<file path="src/rtl/hazard_ctrl.sv">
// hazard_ctrl: forwarding selects, load-use stalls, mul/div holds and branch flushes for ID->EX->MEM->WB
// Inputs describe the instruction in ID (sources, destination, load/muldiv flags) plus the EX branch outcome.
// Outputs: registered EX operand selects (1x=EX/MEM, 01=WB, 00=regfile), stall/bubble/hold/flush controls,
// and the mul/div start pulse and busy flag. WB->ID reads rely on register-file write-through, so no WB shadow.
module hazard_ctrl #(
  parameter int MULDIV_LAT = 4,
  parameter bit DELAY_SLOT = 1'b1
) (
  input  logic       clk,
  input  logic       rst,
  input  logic       id_valid,
  input  logic [4:0] id_rs,
  input  logic [4:0] id_rt,
  input  logic       id_uses_rs,
  input  logic       id_uses_rt,
  input  logic [4:0] id_wr_addr,
  input  logic       id_reg_write,
  input  logic       id_is_load,
  input  logic       id_is_muldiv,
  input  logic       branch_taken_ex,
  output logic [1:0] src_a_mux,
  output logic [1:0] src_b_mux,
  output logic       stall_id,
  output logic       bubble_ex,
  output logic       ex_hold,
  output logic       flush_id,
  output logic       muldiv_start,
  output logic       muldiv_busy
);
  localparam int CW = $clog2(MULDIV_LAT + 1);
  typedef struct packed {
    logic       v;
    logic [4:0] wa;
    logic       rw;
    logic       ld;
    logic       md;
  } ex_t;
  ex_t ex_q, ex_d;
  logic mem_v_q, mem_v_d, mem_rw_q, mem_rw_d;
  logic [4:0] mem_wa_q, mem_wa_d;
  logic [CW-1:0] cnt_q, cnt_d;
  logic start_q, start_d;
  logic [1:0] sa_q, sa_d, sb_q, sb_d;
  logic ua, ub, ha_ex, hb_ex, ha_mem, hb_mem, load_use, flush, adv, enter;
  function automatic logic hit(input logic v, input logic rw, input logic [4:0] wa,
                               input logic [4:0] r, input logic u);
    return v & rw & (wa == r) & (r != 5'd0) & u;
  endfunction
  always_comb begin
    ua = id_valid & id_uses_rs;
    ub = id_valid & id_uses_rt;
    ha_ex = hit(ex_q.v, ex_q.rw, ex_q.wa, id_rs, ua);
    hb_ex = hit(ex_q.v, ex_q.rw, ex_q.wa, id_rt, ub);
    ha_mem = hit(mem_v_q, mem_rw_q, mem_wa_q, id_rs, ua);
    hb_mem = hit(mem_v_q, mem_rw_q, mem_wa_q, id_rt, ub);
    ex_hold = cnt_q != '0;
    flush = !ex_hold & branch_taken_ex & !DELAY_SLOT;
    load_use = ex_q.ld & (ha_ex | hb_ex);
    bubble_ex = !ex_hold & (flush | load_use);
    stall_id = ex_hold | (load_use & !flush);
    flush_id = flush;
    adv = !ex_hold & !bubble_ex;
    enter = adv & id_valid;
    ex_d = ex_hold ? ex_q : {enter, id_wr_addr, id_reg_write, id_is_load, id_is_muldiv};
    mem_v_d = ex_q.v & !ex_hold;
    mem_wa_d = ex_q.wa;
    mem_rw_d = ex_q.rw;
    sa_d = !adv ? sa_q : ha_ex ? 2'b10 : ha_mem ? 2'b01 : 2'b00;
    sb_d = !adv ? sb_q : hb_ex ? 2'b10 : hb_mem ? 2'b01 : 2'b00;
    start_d = enter & id_is_muldiv;
    cnt_d = ex_hold ? cnt_q - CW'(1) : start_d ? CW'(MULDIV_LAT - 1) : '0;
    src_a_mux = sa_q;
    src_b_mux = sb_q;
    muldiv_start = start_q;
    muldiv_busy = ex_q.v & ex_q.md;
  end
  always_ff @(posedge clk) begin
    if (rst) begin
      ex_q <= '0;
      mem_v_q <= 1'b0;
      mem_wa_q <= '0;
      mem_rw_q <= 1'b0;
      cnt_q <= '0;
      start_q <= 1'b0;
      sa_q <= 2'b00;
      sb_q <= 2'b00;
    end else begin
      ex_q <= ex_d;
      mem_v_q <= mem_v_d;
      mem_wa_q <= mem_wa_d;
      mem_rw_q <= mem_rw_d;
      cnt_q <= cnt_d;
      start_q <= start_d;
      sa_q <= sa_d;
      sb_q <= sb_d;
    end
  end
endmodule
</file>
<file path="config.mk">
export PLATFORM = sky130hd
export DESIGN_NAME = hazard_ctrl
export DESIGN_NICKNAME = d
export VERILOG_FILES = /design/src/rtl/hazard_ctrl.sv
export SDC_FILE = /design/constraint.sdc
export NUM_CORES = 1
export LEC_CHECK = 0
export CAP_MARGIN = 10
export CORE_UTILIZATION = 45
export CTS_CLUSTER_SIZE = 28
export DETAILED_ROUTE_END_ITERATION = 8
export DONT_BUFFER_PORTS = 1
export GPL_ROUTABILITY_DRIVEN = 0
export PLACE_DENSITY = 0.56
export SLEW_MARGIN = 20
export SYNTH_ARGS = -nofsm -noshare
export SYNTH_HDL_FRONTEND = slang
export SYNTH_SLANG_ARGS = --single-unit
</file>
<file path="constraint.sdc">
create_clock -name clk -period 3.3 [get_ports clk]
set_clock_uncertainty 0.2 [all_clocks]
set_input_delay 0.99 -clock clk [delete_from_list [all_inputs] [get_ports clk]]
set_output_delay 0.99 -clock clk [all_outputs]
set_load 0.005 [all_outputs]
</file>
==> impl_metrics.toml, run 1 <==
[worst_setup_path]
reg2reg_depth = 9
cp_num_buf_inv = 0
critPathSlowestCell = "or4_4"
max_stage_delay_ps = 540
arrival_ps = 2100
regToRegSetupSlack_ps = 1020
cp_data_required_time_ps = 2110
crit_path_end_kind = "output port"
r2r_end = "src_b_mux[0]"
critPathMaxFanout = 3
start_kind = "input pin"
r2r-start = "cnt_q[0]"
crit_chain = "or4_4 > o211ai_4 > nor4_4 > o21ai_4 > nand2_1"
crit_cells = 5
critPathTopFamily = "simple AND/OR/NAND/NOR gates"
crit_type = "input pin to output port"

[global_route]
grt_max_degree = 25
grt_pass1_wl_mm = 4.03
antenna_found_initial = 0
grtUsageTotal = 0.197
first_global_vias = 926
gr-total-overflow = 0

[clock_tree]
clockBufferDepth = 2
ctsHoldBuffers = 0
htreeDepth = 1
ctsRootBufferMaster = "clkbuf_4"
clk_latency_ps = 310
cts_tree = "done"
cts_sinks = 24
cts_buffers = 3
clkTransAtPathRegs_ps = 140

[cells_and_area]
area_growth_pct = 12.1
antenna_cells = 0
layout.nets = 171
drive_gt1_frac = 0.139
fin_util = 0.541
final_area_sq_mm = 0.00137

[logic_synthesis]
synth_nets = 164
yosysTopAreaCell = "dfxtp_1"
yosysMostFrequentCell = "dfxtp_1"
yosysWarnings = 0
yosys_register_bits = 24
syn_area_per_cell_sq_um = 8.82
yosys_most_used_dff = "dfxtp_1"
synth_area_sq_mm = 0.00122
ys_seq_area_frac = 0.395
synthTopCellsByCount = "dfxtp_1, nand2_1, xnor2_1"
synth_top_area_frac = 0.395
synth.distinct_cells = 27
syn_inst = 138
synth_edf_count = 0
async_reset_ff_frac = 0
netlist_top_cells_area = "dfxtp_1, xnor2_1, nand2_1"

[floorplan]
dieArea_sq_mm = 0.00292
core_area_sq_mm = 0.00252
dieHeight_microns = 54.0
die_w_microns = 54.0
ios = 34
start_util = 0.483
row_count = 18

[sta]
layout_setup_ws_ps = 14.9
maxSlewViolCount = 0
setup_violations = 0
fmax_mhz = 304
rsz0062_at_grt = "true"
period_needed_ps = 3290
fin_setup_tns_ps = 0
fin_crit_sh = 0.995
finalHoldViolations = 0

[route]
avgRoutedWirePerCell_microns = 14.8
vias = 964
drtPass1Iterations = 3
ant_nets = 0
avgViaCountPerCell = 5.54
dr.first_iter.drc_count = 9
routed_wirelength_mm = 2.57
drc = 0

[pwr]
p_comb_frac = 0.381
power_switching_uw = 388
p_seq_frac = 0.412
ir_worst_vdd_v = 0.000696
leakage_uw = 0.000515
p_clk_frac = 0.206
switching_share = 0.371
p_per_area_mw_per_mm2 = 767
internal_power_uw = 659

[hold_path]
min_path_cells = 2
hp-start = "ex_q[0]"
hold_end = "ex_q[0]"
min_path_type = "register to register"

[placement]
numPortBuffers = 0
pre_cts_ws_ps = -2.18
placed_area_sq_mm = 0.00127
hpwlAfterDp_mm = 1.99

[run]
maxCapViolCount = 0

[outcome]
status = "finished clean"
==> timing repair <==
action / in CTS / in global routing
buffers inserted: 0 / 2
gates resized for setup: 1 / 3
pin swaps: 0 / 5
endpoints found under the hold margin: 0 / 0
endpoints found under the setup margin: 1 / 2
==> state kept, by name, indices dropped and copies added, names as in the netlist <==
name,count
cnt_q,3
ex_q,3
mem_rw_d,1
mem_rw_q,1
mem_v_q,1
mem_wa_d,5
mem_wa_q,5
muldiv_start,1
src_a_mux,2
src_b_mux,2
==> logic make-up after synthesis <==
group	synth area share
fa+ha+maj	0.0206
compound gates	0.147
other cells	0.00308
flops	0.395
xor+xnor	0.144
buf+inv	0.0308
simple gates	0.260
==> worst reg2reg max path: stages, from the launching register on <==
cell      delay (ps)
dfxtp_1          340
inv_1             80
ha_1             170
nor2b_1          170
inv_1            160
buf_4            210
nor3_1           250
nand4_1          160
a2111o_1         420
o211ai_2          60
==> placed cells by master (no fill, tap or decap), types with 2 or more instances in the layout <==
master and count:
ha_1 2, inv_1 4, clkbuf_4 3, nor2b_1 7, dfxtp_1 24, xnor2_1 12
a2111o_1 2, nor2_1 10, a21oi_1 9, nor3_1 6, and2_1 2, buf_4 7
nor4_1 3, or4_4 2, nand4_1 5, nand2b_1 4, nand2_1 19, a41o_1 2
a211oi_1 2, o211ai_2 3, xor2_1 8
==> metal layers <==
metal	GRT usage	wire (microns)	vias to the layer above
met5	0	0	-
met4	0.0855	37	0
met3	0.0480	138	4
met2	0.321	1170	24
met1	0.246	1220	447
li1	-	-	489
==> worst max path at each step <==
stage              from         to  slack (ps)
5_1_grt        id_rt[1]   stall_id         -30
4_1_cts        id_rt[1]   stall_id         0.8
3_5_place_dp   id_rs[0]  bubble_ex          -2
2_1_floorplan  id_rs[1]   stall_id         0.3
6_report       id_rt[1]   stall_id          10
3_3_place_gp   id_rs[0]  bubble_ex          10
==> final cells by class <==
class	instances	area [sq um]
fill	249	1160
multi-input combinational	105	727
sequential	24	480
timing repair buffer	7	52.6
tap	30	37.5
clock inverter	1	30.0
clock buffer	3	22.5
inverter	4	15.0
==> power groups by stage <==
stage | logic [uW] | registers [uW] | clock network [uW]
global placement | 387 | 434 | 0
detailed placement | 395 | 439 | 0
floorplan | 313 | 419 | 0
finish | 399 | 432 | 216
global route | 459 | 443 | 229
CTS | 399 | 432 | 219
==> per-stage QoR <==
stage               total power (uW)  instances  hold WS, ps
finish                          1050        174          275
global route                    1130        174          309
CTS                             1050        172          279
detailed placement               834        168          262
global placement                 821        168          236
floorplan                        732        138          232
Note: power is estimated with default switching activity, not from simulation.
==> run 2, diff against run 1 <==
--- a/config.mk
+++ b/config.mk
@@ -7,6 +7,7 @@
 export LEC_CHECK = 0
 export CAP_MARGIN = 10
 export CORE_UTILIZATION = 45
+export CTS_BUF_LIST = sky130_fd_sc_hd__clkbuf_4
 export CTS_CLUSTER_SIZE = 28
 export DETAILED_ROUTE_END_ITERATION = 8
 export DONT_BUFFER_PORTS = 1
==> results of run 2 <==
Final layout, timing and power as in run 1 (identical DEF).
